### src/rtl/mem_store_buffer_pkg.sv
`default_nettype none
// ============================================================================
// Module      : mem_store_buffer_pkg
// Description : Shared CPU definitions for the MEM-stage store buffer:
//               default buffer depth and the buffered-store record layout.
// Revision    : 1.0 - initial release
// ============================================================================
package mem_store_buffer_pkg;

    // Default number of buffered stores
    localparam int C_SB_DEPTH = 4;

    // One buffered store: byte address, word data, PC of the store
    typedef struct packed {
        logic [31:0] addr;
        logic [31:0] wd;
        logic [31:0] pc;
    } sb_entry_t;

endpackage : mem_store_buffer_pkg
`default_nettype wire

### src/rtl/mem_store_buffer.sv
`default_nettype none
// ============================================================================
// Module      : mem_store_buffer
// Description : Circular store buffer between the MEM stage and the data
//               memory. Drains stores in order when the write port is free
//               and forwards the youngest matching store to loads.
// Revision    : 1.0 - initial release
// ============================================================================
module mem_store_buffer
    import mem_store_buffer_pkg::*;
#(
    parameter int DEPTH = C_SB_DEPTH,
    parameter int AW    = 12
) (
    input  logic                     clk,
    input  logic                     reset,
    input  logic                     st_valid,
    input  logic [31:0]              st_addr,
    input  logic [31:0]              st_wd,
    input  logic [31:0]              st_pc,
    output logic                     st_ready,
    input  logic [31:0]              ld_addr,
    output logic                     ld_hit,
    output logic [31:0]              ld_data,
    input  logic                     drain_en,
    output logic                     dm_we,
    output logic [31:0]              dm_addr,
    output logic [31:0]              dm_wd,
    output logic [31:0]              dm_pc,
    output logic [$clog2(DEPTH):0]   count,
    output logic                     empty
);

    localparam int PW = $clog2(DEPTH);
    localparam int CW = PW + 1;

    sb_entry_t          r_mem [DEPTH];
    logic [DEPTH-1:0]   r_valid;
    logic [PW-1:0]      r_head;
    logic [PW-1:0]      r_tail;
    logic [CW-1:0]      r_count;

    logic               w_push;
    logic               w_pop;
    logic [PW-1:0]      w_fidx   [DEPTH];
    logic [DEPTH-1:0]   w_fmatch;
    logic               w_unused_ld;

    // Address bits outside the compared word index play no part in matching
    assign w_unused_ld = ^{ld_addr[31:AW+2], ld_addr[1:0]};

    assign count    = r_count;
    assign empty    = (r_count == '0);
    assign st_ready = (r_count != CW'(DEPTH));
    assign w_push   = st_valid & st_ready;
    assign dm_we    = drain_en & ~empty;
    assign w_pop    = dm_we;

    // Head entry goes straight to the memory port; zeroed while empty
    assign dm_addr = empty ? 32'd0 : r_mem[r_head].addr;
    assign dm_wd   = empty ? 32'd0 : r_mem[r_head].wd;
    assign dm_pc   = empty ? 32'd0 : r_mem[r_head].pc;

    // Comparator per age slot: slot 0 is the oldest (head), slot DEPTH-1 the youngest
    generate
        for (genvar i = 0; i < DEPTH; i++) begin : g_fwd
            assign w_fidx[i]   = r_head + PW'(i);
            assign w_fmatch[i] = r_valid[w_fidx[i]] &&
                                 (r_mem[w_fidx[i]].addr[AW+1:2] == ld_addr[AW+1:2]);
        end
    endgenerate

    // Youngest match wins: later (younger) slots override earlier ones
    always_comb begin
        ld_hit  = 1'b0;
        ld_data = 32'd0;
        for (int i = 0; i < DEPTH; i++) begin
            if (w_fmatch[i]) begin
                ld_hit  = 1'b1;
                ld_data = r_mem[w_fidx[i]].wd;
            end
        end
    end

    // Entry storage needs no reset; valid bits gate every use of it
    always_ff @(posedge clk) begin
        if (w_push) begin
            r_mem[r_tail] <= '{addr: st_addr, wd: st_wd, pc: st_pc};
        end
    end

    // Pointer, occupancy and valid-bit bookkeeping
    always_ff @(posedge clk) begin
        if (reset) begin
            r_head  <= '0;
            r_tail  <= '0;
            r_count <= '0;
            r_valid <= '0;
        end else begin
            if (w_pop) begin
                r_valid[r_head] <= 1'b0;
                r_head          <= r_head + 1'b1;
            end
            if (w_push) begin
                r_valid[r_tail] <= 1'b1;
                r_tail          <= r_tail + 1'b1;
            end
            case ({w_push, w_pop})
                2'b10:   r_count <= r_count + 1'b1;
                2'b01:   r_count <= r_count - 1'b1;
                default: r_count <= r_count;
            endcase
        end
    end

endmodule : mem_store_buffer
`default_nettype wire
### config.mk
export PLATFORM = sky130hd
export DESIGN_NAME = mem_store_buffer
export DESIGN_NICKNAME = d
export VERILOG_FILES = /design/src/rtl/mem_store_buffer_pkg.sv /design/src/rtl/mem_store_buffer.sv
export SDC_FILE = /design/constraint.sdc
export NUM_CORES = 1
export LEC_CHECK = 0
export CAP_MARGIN = 30
export CORE_AREA = 8 8 220 222
export CTS_CLUSTER_SIZE = 40
export DETAILED_ROUTE_END_ITERATION = 16
export DIE_AREA = 0 0 228 230
export GPL_TIMING_DRIVEN = 1
export PLACE_DENSITY = 0.67
export SLEW_MARGIN = 20
export SYNTH_ARGS = -nofsm -noshare
export SYNTH_HDL_FRONTEND = slang
export SYNTH_SLANG_ARGS = --single-unit
### constraint.sdc
create_clock -name clk -period 4.6 [get_ports clk]
set_input_delay 0.46 -clock clk [delete_from_list [all_inputs] [get_ports clk]]
set_output_delay 0.46 -clock clk [all_outputs]
set_load 0.1 [all_outputs]
==> run metrics, run 1 <==
WP data required=4140 ps; fraction of registers with async set/reset=0; Hold Violations, Final=0; Post-Synth Adder-Cell Area=0.006642; period utilization=0.9811; final critical path time including I/O delays and setup=4513 ps; clock-pin slew reported for the worst setup and hold paths after clock tree synthesis=50 ps; worst min-delay path startpoint=st_addr[28]; number of max-slew violations in the final report=0; count of final setup violators=0; total half-perimeter wirelength after legalization and detailed placement=31,600 um; TritonCTS clock tree=built; number of warnings printed during yosys synthesis=0; Cell variety after synth=58; syn_nets=1,382; worst-skew pair later-pin latency=570 ps; mux contribution to synthesized area=0.2168; detailed-route wire length per cell=24.08 um; detailed-route DRC error count=0; gr ovfl total=0; synthesized-area fraction occupied by ao, oa, aoi and oai cells=0.07193; setup TNS after final layout=0 ps; antenna viol nets, final=0; weighted congestion reported at the end of routability-driven placement=0.8168; area after detailed placement=23,600 sq um; Total Routing Usage GR=0.1886; highest clock frequency the design can meet=221.6 MHz; die boundary width=228 um; IO Port Bufs=246; Overall Power=0.01656 W; Reg area=11,800 sq um; starting density of the core=0.4448; Layout Cell Area excl Fill=25,150 sq um; area delta synth->final=25.95%; routed vias=12.21k; worst-margin pin slew=991.1 ps; Synth Area in XOR/XNOR=0.02018; gate count of the mapped netlist=1,240; Min Hold Slack=524.0 ps; number of filler instances in the final layout=3,485; iteration-0 DRC count of the detailed router=870; worst supply voltage drop on vdd=0.6578 mV; most common flop cell mapped by yosys=sky130_fd_sc_hd__edfxtp_1; average footprint of a synthesized cell=16.10 sq um; detailed-route wire length=50,640 um; Worst R2R Start=count[0]; Seq cells post-synth=397; utilization of the core after routing=0.5602; Pleak=7.841 nW; Die Span Y=230 um; number of global-route vias before repair=13.01k; dominant combinational cell family by area after synthesis=multiplexers; Core Footprint=44,890 sq um; number of enable flip-flop cells after synthesis=384; Via-to-Cell Ratio=5.807; clock buffer count from CTS=42; Cell Pwr Density=658.3 nW/um^2; maxcap violations=0; headroom to the max-slew limit=0.3372; combined area of the multi-input logic cells=8024 sq um; H-tree level count=2; CP arrival=4050 ps; clk root buf=sky130_fd_sc_hd__clkbuf_16; IO Pins=267; Syn Std Cell Area=19,970 sq um; pin count of the biggest net entering global routing=70; skew final=16.36 ps; number of buffers between clock root and the deepest sink=3; CTS Sinks=397; class of the tightest hold or removal check=in -> reg; Crit. End Element=primary output; first-pass GRT wire length=77,560 um; # hold bufs at CTS=0; synthesized-area fraction occupied by and/or/nand/nor cells=0.06604; proportion of layout cells with a drive suffix above 1=0.2900; launching element type of the critical path=flop; antenna violations before repair=4; NumNets Final=1,609; biggest fanout along the worst timing path=24; portion of the post-synthesis area used by sequential elements=0.5905; first drt pass iteration count=7; Core Rows=78; total die area=52,440 sq um; Worst Setup Path Type=reg -> out; result of the run=finished, final reports clean
-- sequential cells by signal (all words and copies together) (netlist names), named ones only --
| signal | flops |
|---|---|
| r_mem | 384 |
| count | 3 |
| r_head | 2 |
| r_tail | 2 |
| r_valid | 4 |
-- critical path, stage by stage, from the launching register on --
cell                       delay, ps
sky130_fd_sc_hd__dfxtp_4         540
sky130_fd_sc_hd__mux4_1          650
sky130_fd_sc_hd__xnor2_1         330
sky130_fd_sc_hd__nand4_1         200
sky130_fd_sc_hd__or4_4           570
sky130_fd_sc_hd__a21oi_4         230
sky130_fd_sc_hd__buf_12          260
sky130_fd_sc_hd__a221oi_2        120
sky130_fd_sc_hd__o31ai_4         360
sky130_fd_sc_hd__buf_12          220
-- synth_stat cells, drive strengths merged (3+ instances only) --
master | count | area share
inv | 13 | 0.0024
mux2i | 56 | 0.028
and3 | 5 | 0.0016
nand2b | 4 | 0.0013
a221oi | 33 | 0.018
o21ai | 38 | 0.0095
edfxtp | 384 | 0.58
nor2 | 53 | 0.010
o211ai | 34 | 0.013
mux4 | 150 | 0.17
buf | 48 | 0.015
o22ai | 3 | 0.00094
ha | 9 | 0.0056
mux2 | 33 | 0.019
a2111oi | 3 | 0.0014
or4 | 3 | 0.0013
clkbuf | 53 | 0.010
o31ai | 32 | 0.020
xor2 | 11 | 0.0048
nor2b | 97 | 0.030
o221ai | 3 | 0.0013
nand3 | 5 | 0.0013
a21oi | 19 | 0.0053
xnor2 | 35 | 0.015
nand2 | 77 | 0.014
nand4 | 6 | 0.0019
dfxtp | 13 | 0.013
-- final timing paths --
path	endpoint	slack (ps)	cells past startpoint
max	ld_data[29]	90	9
min	r_mem[3][92]	520	1
max reg2reg	count[2]	1790	9
min reg2reg	count[2]	550	2
-- timing repair --
item	4_1_cts	5_1_grt
pin swaps	2	1
setup buffers	4	5
cloned	1	0
endpoints found under the setup margin	33	33
resized for setup	4	24
-- metal layers --
| layer | global-route usage | up-vias | part of all wire |
|---|---|---|---|
| met5 | 0 | - | 0.00018 |
| met4 | 0.06316 | 2 | 0.024 |
| met2 | 0.3102 | 376 | 0.49 |
| li1 | - | 5433 | - |
| met1 | 0.2413 | 6327 | 0.42 |
| met3 | 0.04974 | 75 | 0.070 |
-- power by group --
part	leakage (nW)	internal [W]	total, W	switching, W
registers	3.63	0.00438	0.00459	0.000206
logic	3.56	0.00272	0.00871	0.00599
clock network	0.645	0.00189	0.00326	0.00137
total	7.84	0.00899	0.0166	0.00757
-- cell usage in the layout, fill, tap and decap left out, types with 12 or more instances in the layout --
cell / synthesis / routed
sky130_fd_sc_hd__edfxtp_1: 384 / 384
sky130_fd_sc_hd__clkdlybuf4s50_1: 0 / 168
sky130_fd_sc_hd__mux4_2: 145 / 145
sky130_fd_sc_hd__nor2b_1: 97 / 97
sky130_fd_sc_hd__nand2_1: 77 / 77
sky130_fd_sc_hd__buf_4: 2 / 64
sky130_fd_sc_hd__mux2i_1: 56 / 56
sky130_fd_sc_hd__buf_12: 1 / 45
sky130_fd_sc_hd__clkbuf_16: 0 / 43
sky130_fd_sc_hd__o21ai_0: 36 / 36
sky130_fd_sc_hd__nor2_1: 52 / 35
sky130_fd_sc_hd__xnor2_1: 35 / 35
sky130_fd_sc_hd__o211ai_1: 34 / 34
sky130_fd_sc_hd__mux2_2: 32 / 32
sky130_fd_sc_hd__o31ai_4: 0 / 31
sky130_fd_sc_hd__a221oi_1: 23 / 21
sky130_fd_sc_hd__a21oi_1: 18 / 18
sky130_fd_sc_hd__nor2_2: 1 / 16
sky130_fd_sc_hd__inv_1: 13 / 13
sky130_fd_sc_hd__a221oi_2: 10 / 12
-- metrics by stage --
step	std cells	setup WS (ps)
4_1_cts	2095	0.7980
6_report	2103	87.12
5_1_grt	2101	-28.47
3_5_place_dp	2013	398.0
2_1_floorplan	1240	-128.9
3_3_place_gp	2013	397.4
-- area by class of cell --
type	instances	share of cell area
Antenna cell	3	0.0002985
Inverter	14	0.002239
Multi-Input combinational cell	728	0.3190
Sequential cell	397	0.4693
Clock buffer	53	0.04428
Clock inverter	24	0.008607
Timing Repair Buffer	284	0.1264
Tap cell	600	0.02985
-- kinds of logic after synthesis --
logic type / after synthesis
DFF: 397
and+or+nand+nor: 260
muxes: 239
AOI/OAI and AO/OA: 173
buffers and inverters: 115
xor gates and xnor gates: 46
adders and majority gates: 10
No activity file was read; power rests on OpenSTA's default activity.
==> inputs of run 2 (changes only) <==
--- a/config.mk
+++ b/config.mk
@@ -6,10 +6,10 @@
 export NUM_CORES = 1
 export LEC_CHECK = 0
 export CAP_MARGIN = 30
-export CORE_AREA = 8 8 220 222
+export CORE_AREA = 8 8 281 175
 export CTS_CLUSTER_SIZE = 40
 export DETAILED_ROUTE_END_ITERATION = 16
-export DIE_AREA = 0 0 228 230
+export DIE_AREA = 0 0 289 183
 export GPL_TIMING_DRIVEN = 1
 export PLACE_DENSITY = 0.67
 export SLEW_MARGIN = 20
==> run 2 against run 1 <==
  * First-iteration DRC count is 7.1% higher
  * Global-route usage is 0.056 points lower
  * Die area is 0.85% higher
  * Largest cell class unchanged
  * Clock skew is 2.2 ps lower
  * Flip-flop and latch count stayed put
  * Sequential share of layout area hardly changed
  * Routed wire length is 0.37% higher
  * Utilization is 0.34 points lower
  * Critical endpoint is now ld_data[22]
  * Via count is 0.73% higher
  * Design area hardly changed
  * Fmax is 1.2% higher
==> run metrics, run 2 (synthesis gave the netlist of run 1 again) <==
launching element type of the critical path=flop (unchanged); worst min-delay path startpoint=st_wd[23] (was st_addr[28]); cell total after placement=2,015 (was 2,013); headroom to the max-slew limit=0.3249 (was 0.3372); weighted congestion reported at the end of routability-driven placement=0.7931 (was 0.8168); endpoint of the worst-slack reg-to-reg timing path=count[2] (unchanged); first drt pass iteration count=5 (was 7); maximum cell stage delay along the critical path=610 ps (was 650 ps); Pleak=7.892 nW (was 7.841 nW); proportion of layout cells with a drive suffix above 1=0.2818 (was 0.2900); endpoint with the worst hold slack=r_mem[0][55] (was r_mem[3][92]); Core Footprint=45,180 sq um (was 44,890 sq um); CP arrival=4000 ps (was 4050 ps); Worst Setup Path Type=reg -> out (unchanged); routed vias=12.30k (was 12.21k); register-to-register setup slack=2160 ps (was 1790 ps); total die area=52,890 sq um (was 52,440 sq um); antenna violations before repair=6 (was 4); final critical path time including I/O delays and setup=4461 ps (was 4513 ps); setup TNS after final layout=0 ps (unchanged); number of buffers between clock root and the deepest sink=3 (unchanged); period utilization=0.9697 (was 0.9811); Core Rows=61 (was 78); clk root buf=sky130_fd_sc_hd__clkbuf_16 (unchanged); clock buffer count from CTS=41 (was 42); worst-skew pair later-pin latency=550 ps (was 570 ps); H-tree level count=2 (unchanged); detailed-route wire length per cell=24.18 um (was 24.08 um); number of max-slew violations in the final report=0 (unchanged); worst hold path cell count=1 (unchanged); area delta synth->final=26.00% (was 25.95%); detailed-route DRC error count=0 (unchanged); biggest fanout along the worst timing path=40 (was 24); non-filler cells in the finished layout=2,102 (was 2,103); number of global-route vias before repair=12.91k (was 13.01k); largest register by flop count=r_mem (unchanged); pin count of the biggest net entering global routing=99 (was 70); NumNets Final=1,615 (was 1,609); utilization of the core after routing=0.5569 (was 0.5602); most frequent cells in the layout=sky130_fd_sc_hd__edfxtp_1, sky130_fd_sc_hd__clkdlybuf4s50_1, sky130_fd_sc_hd__mux4_2 (unchanged); count of final setup violators=0 (unchanged); # hold bufs at CTS=0 (unchanged); worst setup path startpoint=r_head[0]; first-pass GRT wire length=77,260 um (was 77,560 um); worst supply voltage drop on vdd=0.6322 mV (was 0.6578 mV); IO Port Bufs=246 (unchanged); total half-perimeter wirelength after legalization and detailed placement=31,180 um (was 31,600 um); class of the tightest hold or removal check=in -> reg (unchanged); starting density of the core=0.4420 (was 0.4448); iteration-0 DRC count of the detailed router=932 (was 870); r2r worst-path depth=10 (was 9); detailed-route wire length=50,830 um (was 50,640 um); result of the run=finished, final reports clean (unchanged); flip-flop count of the largest register, all copies and words added=384 (unchanged); clock-pin slew reported for the worst setup and hold paths after clock tree synthesis=60 ps (was 50 ps); RSZ-0062 raised after global routing=no; highest clock frequency the design can meet=224.2 MHz (was 221.6 MHz); gr ovfl total=0 (unchanged); skew final=14.13 ps (was 16.36 ps); maxcap violations=0 (unchanged); Die Span Y=183 um (was 230 um); Min Hold Slack=538.7 ps (was 524.0 ps); cell at the slowest stage of the critical path=sky130_fd_sc_hd__or4_1 (was sky130_fd_sc_hd__mux4_1); worst-margin pin slew=1010 ps (was 991.1 ps); most frequent standard cell in the layout excluding fill and tap cells=sky130_fd_sc_hd__edfxtp_1 (unchanged); TritonCTS clock tree=built (unchanged); Cell Pwr Density=657.4 nW/um^2 (was 658.3 nW/um^2); Crit. End Element=primary output (unchanged); Via-to-Cell Ratio=5.853 (was 5.807); Hold Violations, Final=0 (unchanged); WP data required=4140 ps (about the same); Total Routing Usage GR=0.1880 (was 0.1886); Worst R2R Start=count[0] (unchanged); Overall Power=0.01654 W (was 0.01656 W); CTS Sinks=397 (unchanged); critical path, cell by cell=buf_16 > mux4_2 > xnor2_1 > nand4_1 > or4_1 > or2_1 > buf_4 > nor2_1 > o31ai_4 > buf_12 (was mux4_1 > xnor2_1 > nand4_1 > or4_4 > a21oi_4 > buf_12 > a221oi_2 > o31ai_4 > buf_12); IO Pins=267 (unchanged); antenna viol nets, final=0 (unchanged); die boundary width=289 um (was 228 um)
[run 2: cell count changes in the layout (fill, tap and decap cells not counted), sizes merged]
| cell | previous run | this run |
|---|---|---|
| buf | 113 | 126 |
| clkdlybuf4s50 | 168 | 163 |
| clkinvlp | 4 | 1 |
| clkbuf | 55 | 53 |
| clkinv | 18 | 16 |
| bufbuf | 1 | 0 |
| inv | 13 | 14 |
[run 2: what timing repair did]
item	CTS	global route
resized for setup	5	9
endpoints found under the setup margin	31	32
pin swaps	1	1
gates cloned	0	2
buffers inserted	5	5
endpoints found under the hold margin	0	0
[run 2: how the worst max path moves through the flow]
stage / to / slack, ps / cells after the start
2_1_floorplan: ld_data[29] / -130 / 15
3_3_place_gp: ld_data[18] / 480 / 12
3_5_place_dp: ld_data[6] / 470 / 11
4_1_cts: ld_data[0] / 10 / 10
5_1_grt: ld_data[18] / 6 / 10
6_report: ld_data[22] / 140 / 10
[run 2: cell type report]
type                       instances  area, sq um
tap                              598        748.2
fill                            3499        20020
sequential                       397        11800
antenna                            3        7.507
clock buffer                      51         1064
multi-input combinational        728         7989
inverter                          14        52.55
timing repair buffer             291         3276
clock inverter                    20        220.2
[run 2: layer usage]
metal,part of all wire,routed length (um),track usage,vias up
met4,0.020,1005,0.04836,6
met5,0.00065,33,0,-
met3,0.064,3252,0.03844,77
met2,0.48,24530,0.3109,382
li1,-,-,-,5456
met1,0.43,22000,0.2540,6381
[run 2: per-stage QoR]
step	instance area (sq um)	setup WS [ps]
2_1_floorplan	20260	-128.9
3_3_place_gp	23590	482.4
3_5_place_dp	23610	466.5
4_1_cts	24960	10.69
5_1_grt	25160	6.066
6_report	25160	139.3
[run 2: critical path, delay by kind of cell (launching register included)]
kind,cells,cell delay (ps)
AOI/OAI and AO/OA,1,100
xor gates and xnor gates,1,290
buffers and inverters,3,760
DFF,1,400
muxes,1,570
and+or+nand+nor,4,1280
[run 2: power by group]
| group | internal (W) | switching [W] |
|---|---|---|
| registers | 0.00438 | 0.000190 |
| clock network | 0.00182 | 0.00138 |
| logic | 0.00277 | 0.00600 |
==> RTL change (config.mk and constraints of run 1) <==
`AW`: 12 -> 13.
--- a/src/rtl/mem_store_buffer.sv
+++ b/src/rtl/mem_store_buffer.sv
@@ -10,7 +10,7 @@
     import mem_store_buffer_pkg::*;
 #(
     parameter int DEPTH = C_SB_DEPTH,
-    parameter int AW    = 12
+    parameter int AW    = 13
 ) (
     input  logic                     clk,
     input  logic                     reset,
Formal check against the unedited RTL: not equivalent (a bounded check fails within 4 cycles, from zero or initial values and one cycle with reset high).
==> RTL change against run 1 <==
  * Sequential cell count is the same
  * Largest cell class unchanged
  * Routed wire length shrank 0.73%
  * Non-clock buffer count shrank 4
  * Synthesized area grew 0.20%
  * Worst setup slack gained 0.080 ns
  * Via count grew 0.31%
  * Final area shrank 1.1%
  * Power grew 0.96%
==> RTL change: results <==
export IMPL_drive_above_1_share_pct=29.2
export IMPL_hold_start="st_addr[30]"
export IMPL_irDropWorstVdd_mv=0.697
export IMPL_grt_pass1_vias=13000
export IMPL_outcome="complete, no violations"
export IMPL_cpMaxStageDelayCell="buf_4"
export IMPL_place_area_um2=23500
export IMPL_portBuffers=247
export IMPL_antenna_cells=2
export IMPL_stdcell_area_um2=24900
export IMPL_place_ws_ns=0.590
export IMPL_syn_area_per_cell_um2=15.6
export IMPL_multi_input_area_um2=7870
export IMPL_hold_ws_ns=0.525
export IMPL_num_vias=12300
export IMPL_reg2regPathDepth=8
export IMPL_seq_cell_share_pct=47.4
export IMPL_synth_compound_area_share_pct=6.65
export IMPL_synthXorXnorAreaFrac_pct=2.54
export IMPL_synth_cell_type_count=54
export IMPL_clk_share_pct=5.44
export IMPL_inverters=15
export IMPL_cts_resized=0
export IMPL_first_iter_violations=803
export IMPL_synthTopCellsByCount="384 x edfxtp_1, 145 x mux4_2, 95 x nor2b_1"
export IMPL_grt_usage_pct=18.7
export IMPL_drt_total_wl_mm=50.3
export IMPL_place_hpwl_mm=31.4
export IMPL_fillerInstances=3565
export IMPL_post_cts_buffers=1
export IMPL_gp_congestion=0.818
export IMPL_setup_worst_path_end="ld_data[3]"
export IMPL_relSlewSlack_pct=31.1
export IMPL_switching_share_pct=45.8
export IMPL_p_comb_w=0.00883
export IMPL_grt_pass1_wl_mm=77.1
export IMPL_signal_buffers=280
export IMPL_nMultiInputCombCells=763
export IMPL_ff2ff_setup_slack_ns=2.00
export IMPL_synth_seq_area_share_pct=58.9
export IMPL_post_route_min_period_ns=4.43
export IMPL_grt_max_degree=87
export IMPL_design_seq_count=397
export IMPL_path_max_fanout=47
export IMPL_syn_nets=1425
export IMPL_synthTopCellsByArea="edfxtp_1 58%, mux4_2 16%, mux2i_1 3.4%"
export IMPL_critPathMaxStageDelay_ns=0.60
export IMPL_synthAdderAreaFrac_pct=0.663
export IMPL_clock_buffers=56
export IMPL_bufAreaShareNonClock_pct=12.2
export IMPL_holdPathEnd="r_mem[2][94]"
-- RTL change: changes by cell type in the layout (fill, tap and decap cells not counted), moves of 31 or more --
cell             before  now
o31ai_4              31    0
o211ai_1             34    3
o22ai_2               0   31
clkdlybuf4s50_1     168  127
nor2_1               35   86
buf_4                64  105
a211oi_1              0   35
a21oi_1              18   51
nand2_1              77   17
a311oi_1              0   31
-- RTL change: per-layer routing --
| layer | up-vias | GRT usage [%] | share of wire [%] |
|---|---|---|---|
| li1 | 5576 | - | - |
| met1 | 6260 | 23.1 | 41 |
| met2 | 354 | 32.4 | 50 |
| met3 | 57 | 5.01 | 6.9 |
| met4 | 4 | 5.05 | 1.7 |
| met5 | - | 0 | 0.048 |
-- RTL change: metrics by stage --
stage | TNS, ns | power, W | utilization (%)
after floorplan | -0.879 | 0.0116 | -
after detailed placement | 0 | 0.0135 | 52.3
final | 0 | 0.0167 | 55.4
after global placement | 0 | 0.0134 | 52.1
after global routing | -0.0238 | 0.0174 | 55.4
after CTS | 0 | 0.0169 | 55.4
